`src/rtl/peridot_pfc_bridge.sv`:
```
// ---------------------------------------------------------------------------
// peridot_pfc_bridge
//
// Purpose:
//   Avalon-MM slave that turns CPU reads and writes into transfers on the PFC
//   command bus. Writes become a single-cycle strobe on cmd[36]. Reads hold
//   the bank/register address on the bus for READ_WAIT cycles, then capture
//   the combinational response. The PFC banks have no byte enables, so a
//   partial-byte write first reads the current word, merges in the enabled
//   bytes, and then writes the merged word back.
//
// Parameters:
//   READ_WAIT        cycles the address is held before pfc_resp is sampled (1..15)
//
// Ports:
//   csi_clk          in   1   single clock, also forwarded as the PFC bus clock
//   rsi_reset_n      in   1   asynchronous active-low reset
//   avs_address      in   4   [3:2] bank, [1:0] register
//   avs_read         in   1   read request
//   avs_write        in   1   write request (wins over a simultaneous read)
//   avs_writedata    in   32  write data
//   avs_byteenable   in   4   byte lanes of writedata
//   avs_readdata     out  32  read data, valid in the completing cycle
//   avs_waitrequest  out  1   low for exactly one cycle to complete a transfer
//   coe_pfc_clk      out  1   copy of csi_clk
//   coe_pfc_reset    out  1   active-high PFC reset, released synchronously
//   coe_pfc_cmd      out  37  {strobe, bank[1:0], reg[1:0], data[31:0]}
//   coe_pfc_resp     in   32  read data from the addressed bank
// ---------------------------------------------------------------------------
module peridot_pfc_bridge #(
    parameter int READ_WAIT = 1
) (
    input  logic        csi_clk,
    input  logic        rsi_reset_n,
    input  logic [3:0]  avs_address,
    input  logic        avs_read,
    input  logic        avs_write,
    input  logic [31:0] avs_writedata,
    input  logic [3:0]  avs_byteenable,
    output logic [31:0] avs_readdata,
    output logic        avs_waitrequest,
    output logic        coe_pfc_clk,
    output logic        coe_pfc_reset,
    output logic [36:0] coe_pfc_cmd,
    input  logic [31:0] coe_pfc_resp
);

    typedef enum logic [2:0] {
        S_IDLE,
        S_RD,
        S_DONE,
        S_RMW,
        S_WR
    } state_t;

    // Counter reload value: the wait counter runs READ_WAIT-1 down to 0.
    localparam logic [3:0] WAIT_LAST = 4'(READ_WAIT - 1);

    state_t      state_q, state_d;
    logic [1:0]  sync_q;
    logic [3:0]  addr_q, addr_d;
    logic [31:0] data_q, data_d;
    logic [31:0] rdata_q, rdata_d;
    logic [31:0] wdata_q, wdata_d;
    logic [3:0]  be_q, be_d;
    logic [3:0]  cnt_q, cnt_d;

    // Byte i is taken from the new write data when its enable is set,
    // otherwise from the word currently held by the bank.
    function automatic logic [31:0] merge_bytes(input logic [31:0] wdata,
                                                input logic [3:0]  be,
                                                input logic [31:0] old);
        logic [31:0] res;
        for (int i = 0; i < 4; i++) begin
            res[8*i +: 8] = be[i] ? wdata[8*i +: 8] : old[8*i +: 8];
        end
        return res;
    endfunction

    // Reset synchroniser: asserts with rsi_reset_n, releases on the 2nd
    // rising edge after rsi_reset_n goes high.
    always_ff @(posedge csi_clk or negedge rsi_reset_n) begin
        if (!rsi_reset_n) begin
            sync_q <= 2'b11;
        end else begin
            sync_q <= {sync_q[0], 1'b0};
        end
    end

    always_ff @(posedge csi_clk or negedge rsi_reset_n) begin
        if (!rsi_reset_n) begin
            state_q <= S_IDLE;
            addr_q  <= '0;
            data_q  <= '0;
            rdata_q <= '0;
            wdata_q <= '0;
            be_q    <= '0;
            cnt_q   <= '0;
        end else begin
            state_q <= state_d;
            addr_q  <= addr_d;
            data_q  <= data_d;
            rdata_q <= rdata_d;
            wdata_q <= wdata_d;
            be_q    <= be_d;
            cnt_q   <= cnt_d;
        end
    end

    always_comb begin
        state_d = state_q;
        addr_d  = addr_q;
        data_d  = data_q;
        rdata_d = rdata_q;
        wdata_d = wdata_q;
        be_d    = be_q;
        cnt_d   = cnt_q;

        case (state_q)
            S_IDLE: begin
                // Requests are ignored until the PFC side is out of reset.
                if (!sync_q[1]) begin
                    if (avs_write) begin
                        addr_d  = avs_address;
                        wdata_d = avs_writedata;
                        be_d    = avs_byteenable;
                        if (avs_byteenable == 4'hF) begin
                            // Full word: data goes straight onto the bus.
                            data_d  = avs_writedata;
                            state_d = S_WR;
                        end else if (avs_byteenable == 4'h0) begin
                            state_d = S_DONE;
                        end else begin
                            cnt_d   = WAIT_LAST;
                            state_d = S_RMW;
                        end
                    end else if (avs_read) begin
                        addr_d  = avs_address;
                        cnt_d   = WAIT_LAST;
                        state_d = S_RD;
                    end
                end
            end
            S_RD: begin
                if (cnt_q == 4'd0) begin
                    rdata_d = coe_pfc_resp;
                    state_d = S_DONE;
                end else begin
                    cnt_d = cnt_q - 4'd1;
                end
            end
            S_DONE: begin
                state_d = S_IDLE;
            end
            S_RMW: begin
                if (cnt_q == 4'd0) begin
                    data_d  = merge_bytes(wdata_q, be_q, coe_pfc_resp);
                    state_d = S_WR;
                end else begin
                    cnt_d = cnt_q - 4'd1;
                end
            end
            S_WR: begin
                state_d = S_IDLE;
            end
            default: begin
                state_d = S_IDLE;
            end
        endcase
    end

    // The strobe and the acknowledge both decode directly from the state
    // register, so they are glitch-free and coincide in the WR cycle.
    assign avs_waitrequest = !((state_q == S_DONE) || (state_q == S_WR));
    assign avs_readdata    = rdata_q;
    assign coe_pfc_cmd     = {(state_q == S_WR), addr_q, data_q};
    assign coe_pfc_clk     = csi_clk;
    assign coe_pfc_reset   = sync_q[1];

endmodule

```
`config.mk`:
```
export PLATFORM = sky130hd
export DESIGN_NAME = peridot_pfc_bridge
export DESIGN_NICKNAME = d
export VERILOG_FILES = /design/src/rtl/peridot_pfc_bridge.sv
export SDC_FILE = /design/constraint.sdc
export NUM_CORES = 1
export LEC_CHECK = 0
export CAP_MARGIN = 20
export CORE_ASPECT_RATIO = 1.2
export CORE_MARGIN = 8
export CORE_UTILIZATION = 51
export DETAILED_ROUTE_END_ITERATION = 10
export GPL_TIMING_DRIVEN = 0
export PLACE_DENSITY = 0.85
export SYNTH_ARGS = -nofsm -noshare
export SYNTH_HDL_FRONTEND = slang
export SYNTH_SLANG_ARGS = --single-unit
```
`constraint.sdc`:
```
create_clock -name csi_clk -period 3.5 [get_ports csi_clk]
set_input_delay 0.7 -clock csi_clk [delete_from_list [all_inputs] [get_ports csi_clk]]
set_output_delay 0.7 -clock csi_clk [all_outputs]
set_load 0.01 [all_outputs]
```
==> qor.yml <==
status: "finished, final reports clean"
cellLeakagePower_nw: 3.196
end_kind: "primary output"
antennaDiodeCount: 0
dieArea_sq_um: 13510
antenna_found_initial: 0
pwr-share-comb_pct: 41.4
cts_tree: "built"
grt_pass1_vias: 4292
min_path_type: "in -> async"
seq_power_share_pct: 33.7
synth.area.top_cells: "dfrtp_1 54%, mux2_2 16%, mux2i_1 13%, a21oi_1 3.1%, nor2_1 2.8%"
fin_skew_ps: 6.972
io_pins: 148
multi_input_area_sq_um: 2012
synth_seq_cells: 113
setup_viol: 0
netlist_top_cells_count: "111 x dfrtp_1, 72 x mux2_2, 64 x mux2i_1"
grt.total_usage_pct: 21.53
r2r_cells: 6
holdWs_ps: 177.7
start_kind: "clock port"
powerDensity_nw_per_um2: 926.7
grt_max_degree: 73
synth_most_common_cell: "dfrtp_1"
grt_first_pass_wirelength_mm: 22.29
switching_share_pct: 31.44
postCtsHoldBufs: 0
synthArstFlopShare_pct: 100.0
hold_viol: 0
rows: 40
vdd_drop_max_uv: 539.1
drt_iter0_markers: 89
slew_violations: 0
finalWirelength_mm: 13.92
synth_cells: 411
crit_type: "clk -> out"
post_cts_buffers: 0
design_area_sq_um: 7358
synthFlopType: "dfrtp_1"
p_switching_mw: 2.144
intPower_mw: 4.675
r2r_end: "avs_readdata[30]$_DFFE_PN0P_"
rsz0062_at_grt: "false"
gp_congestion: 0.8195
dieWidth_um: 107.4
die-height_um: 125.7
drc_errors: 0
dpl-instance-area_sq_um: 6771
relSlewSlack_pct: 49.97
register_area_sq_um: 2830
syn_area_sq_um: 5117
tightest_slew_ps: 750.4
ff2ff_setup_slack_ps: 1240
vias: 3827
wire_per_inst_um: 19.41
cts_resized: 0
ys_seq_area_share_pct: 55.31
first_pass_iters: 4
drive_gt1_share_pct: 20.64
path_clk_slew_ps: 50
rr_startpoint: "state_q[2]$_DFFE_PN0P_"
ant_nets: 0
clk_latency_ps: 520
worstPathMaxFanout: 2
synth_edf_count: 0
worstPathArrival_ps: 2580
start_util_pct: 51.64
final_nets: 659
final_core_util_pct: 74.26
syn_area_per_cell_sq_um: 12.45
p_clk_share_pct: 24.9
yosysTopAreaCell: "dfrtp_1"
drv_cap: 0
area_growth_pct: 43.79
synth.distinct_cells: 39
fillCellCount: 684
gr-total-overflow: 0
numPortBuffers: 147
core_sq_um: 9910
synth_top_area_share_pct: 54.28
post_drt_via_cell_ratio: 5.338
synth_nets: 489
crit_required_ps: 2800
hpwl_mm: 9.840
yosys_warnings: 0
## power by group through the flow
stage,sequential (mW),clock (mW),combinational (mW)
detailed placement,2.31,0.0449,2.83
floorplan,2.45,0.0235,1.33
finish,2.30,1.70,2.82
CTS,2.30,1.72,2.86
global route,2.38,1.78,3.03
global placement,2.27,0.0449,2.73
## area by class of cell
type / count / share of cell area (%)
Buffer: 24 / 1.955
Clock buffer: 26 / 7.601
Clock inverter: 7 / 0.5101
Inverter: 35 / 1.785
Multi-Input combinational cell: 239 / 27.34
Sequential cell: 113 / 38.46
Tap cell: 126 / 2.142
Timing Repair Buffer: 147 / 20.20
## sequential cells by signal, indices dropped and copies added (netlist names)
name / count
addr_q: 4
avs_readdata: 32
be_q: 4
cnt_q: 4
data_q: 32
state_q: 3
sync_q: 2
wdata_q: 32
## per-stage QoR
step / worst slack [ps] / std cells / power, mW / setup TNS (ps)
after global routing: 190.8 / 717 / 7.188 / 0
after floorplan: 930.9 / 411 / 3.804 / 0
after global placement: -2540 / 684 / 5.049 / -283540
after CTS: 204.9 / 717 / 6.886 / 0
final: 217.5 / 717 / 6.819 / 0
after detailed placement: 488.1 / 685 / 5.186 / 0
## worst max-delay path by stage
stage | from | to | slack [ps] | cells after the start
2_1_floorplan | csi_clk | coe_pfc_clk | 930 | 1
3_3_place_gp | rsi_reset_n | avs_readdata[23]$_DFFE_PN0P_ | -2540 | 1
3_5_place_dp | csi_clk | coe_pfc_clk | 490 | 2
4_1_cts | csi_clk | coe_pfc_clk | 200 | 4
5_1_grt | csi_clk | coe_pfc_clk | 190 | 4
6_report | csi_clk | coe_pfc_clk | 220 | 4
## critical path, cell delays in order
cell             delay, ps
clkbuf_16              120
clkbuf_16              130
buf_4                  120
clkdlybuf4s50_1        470
## logic make-up after synthesis
kind of cell,share of synthesized area [%]
AO/OA/AOI/OAI,5.012
flip-flops,55.31
buffers and inverters,5.379
AND/OR/NAND/NOR,5.208
other,0.07328
adder cells (fa/ha/maj),0.4889
XOR/XNOR,0.1712
multiplexers,28.36
## placed cells by master, fill, tap and decap left out, types with 2 or more instances in the layout
master / count
clkdlybuf4s50_1: 146
clkbuf_8: 3
mux2i_1: 64
mux2_2: 72
dfrtp_1: 111
o22ai_1: 2
or4_1: 2
o21ai_0: 2
buf_4: 2
nand2b_1: 2
nor3b_1: 2
buf_8: 3
clkinv_2: 6
buf_1: 3
buf_2: 7
nor2_1: 38
o211ai_1: 2
clkbuf_1: 11
inv_1: 35
a21oi_1: 32
ha_1: 2
dfstp_2: 2
clkbuf_16: 20
## layer usage
metal  up-vias  GRT usage, %  share of wire (%)
met5         -             0                  0
met2       110         37.91                 54
met4         0         10.07                1.8
met3        18         7.857                6.5
li1       1760             -                  -
met1      1939         21.94                 38
No activity file was read; power rests on OpenSTA's default activity.
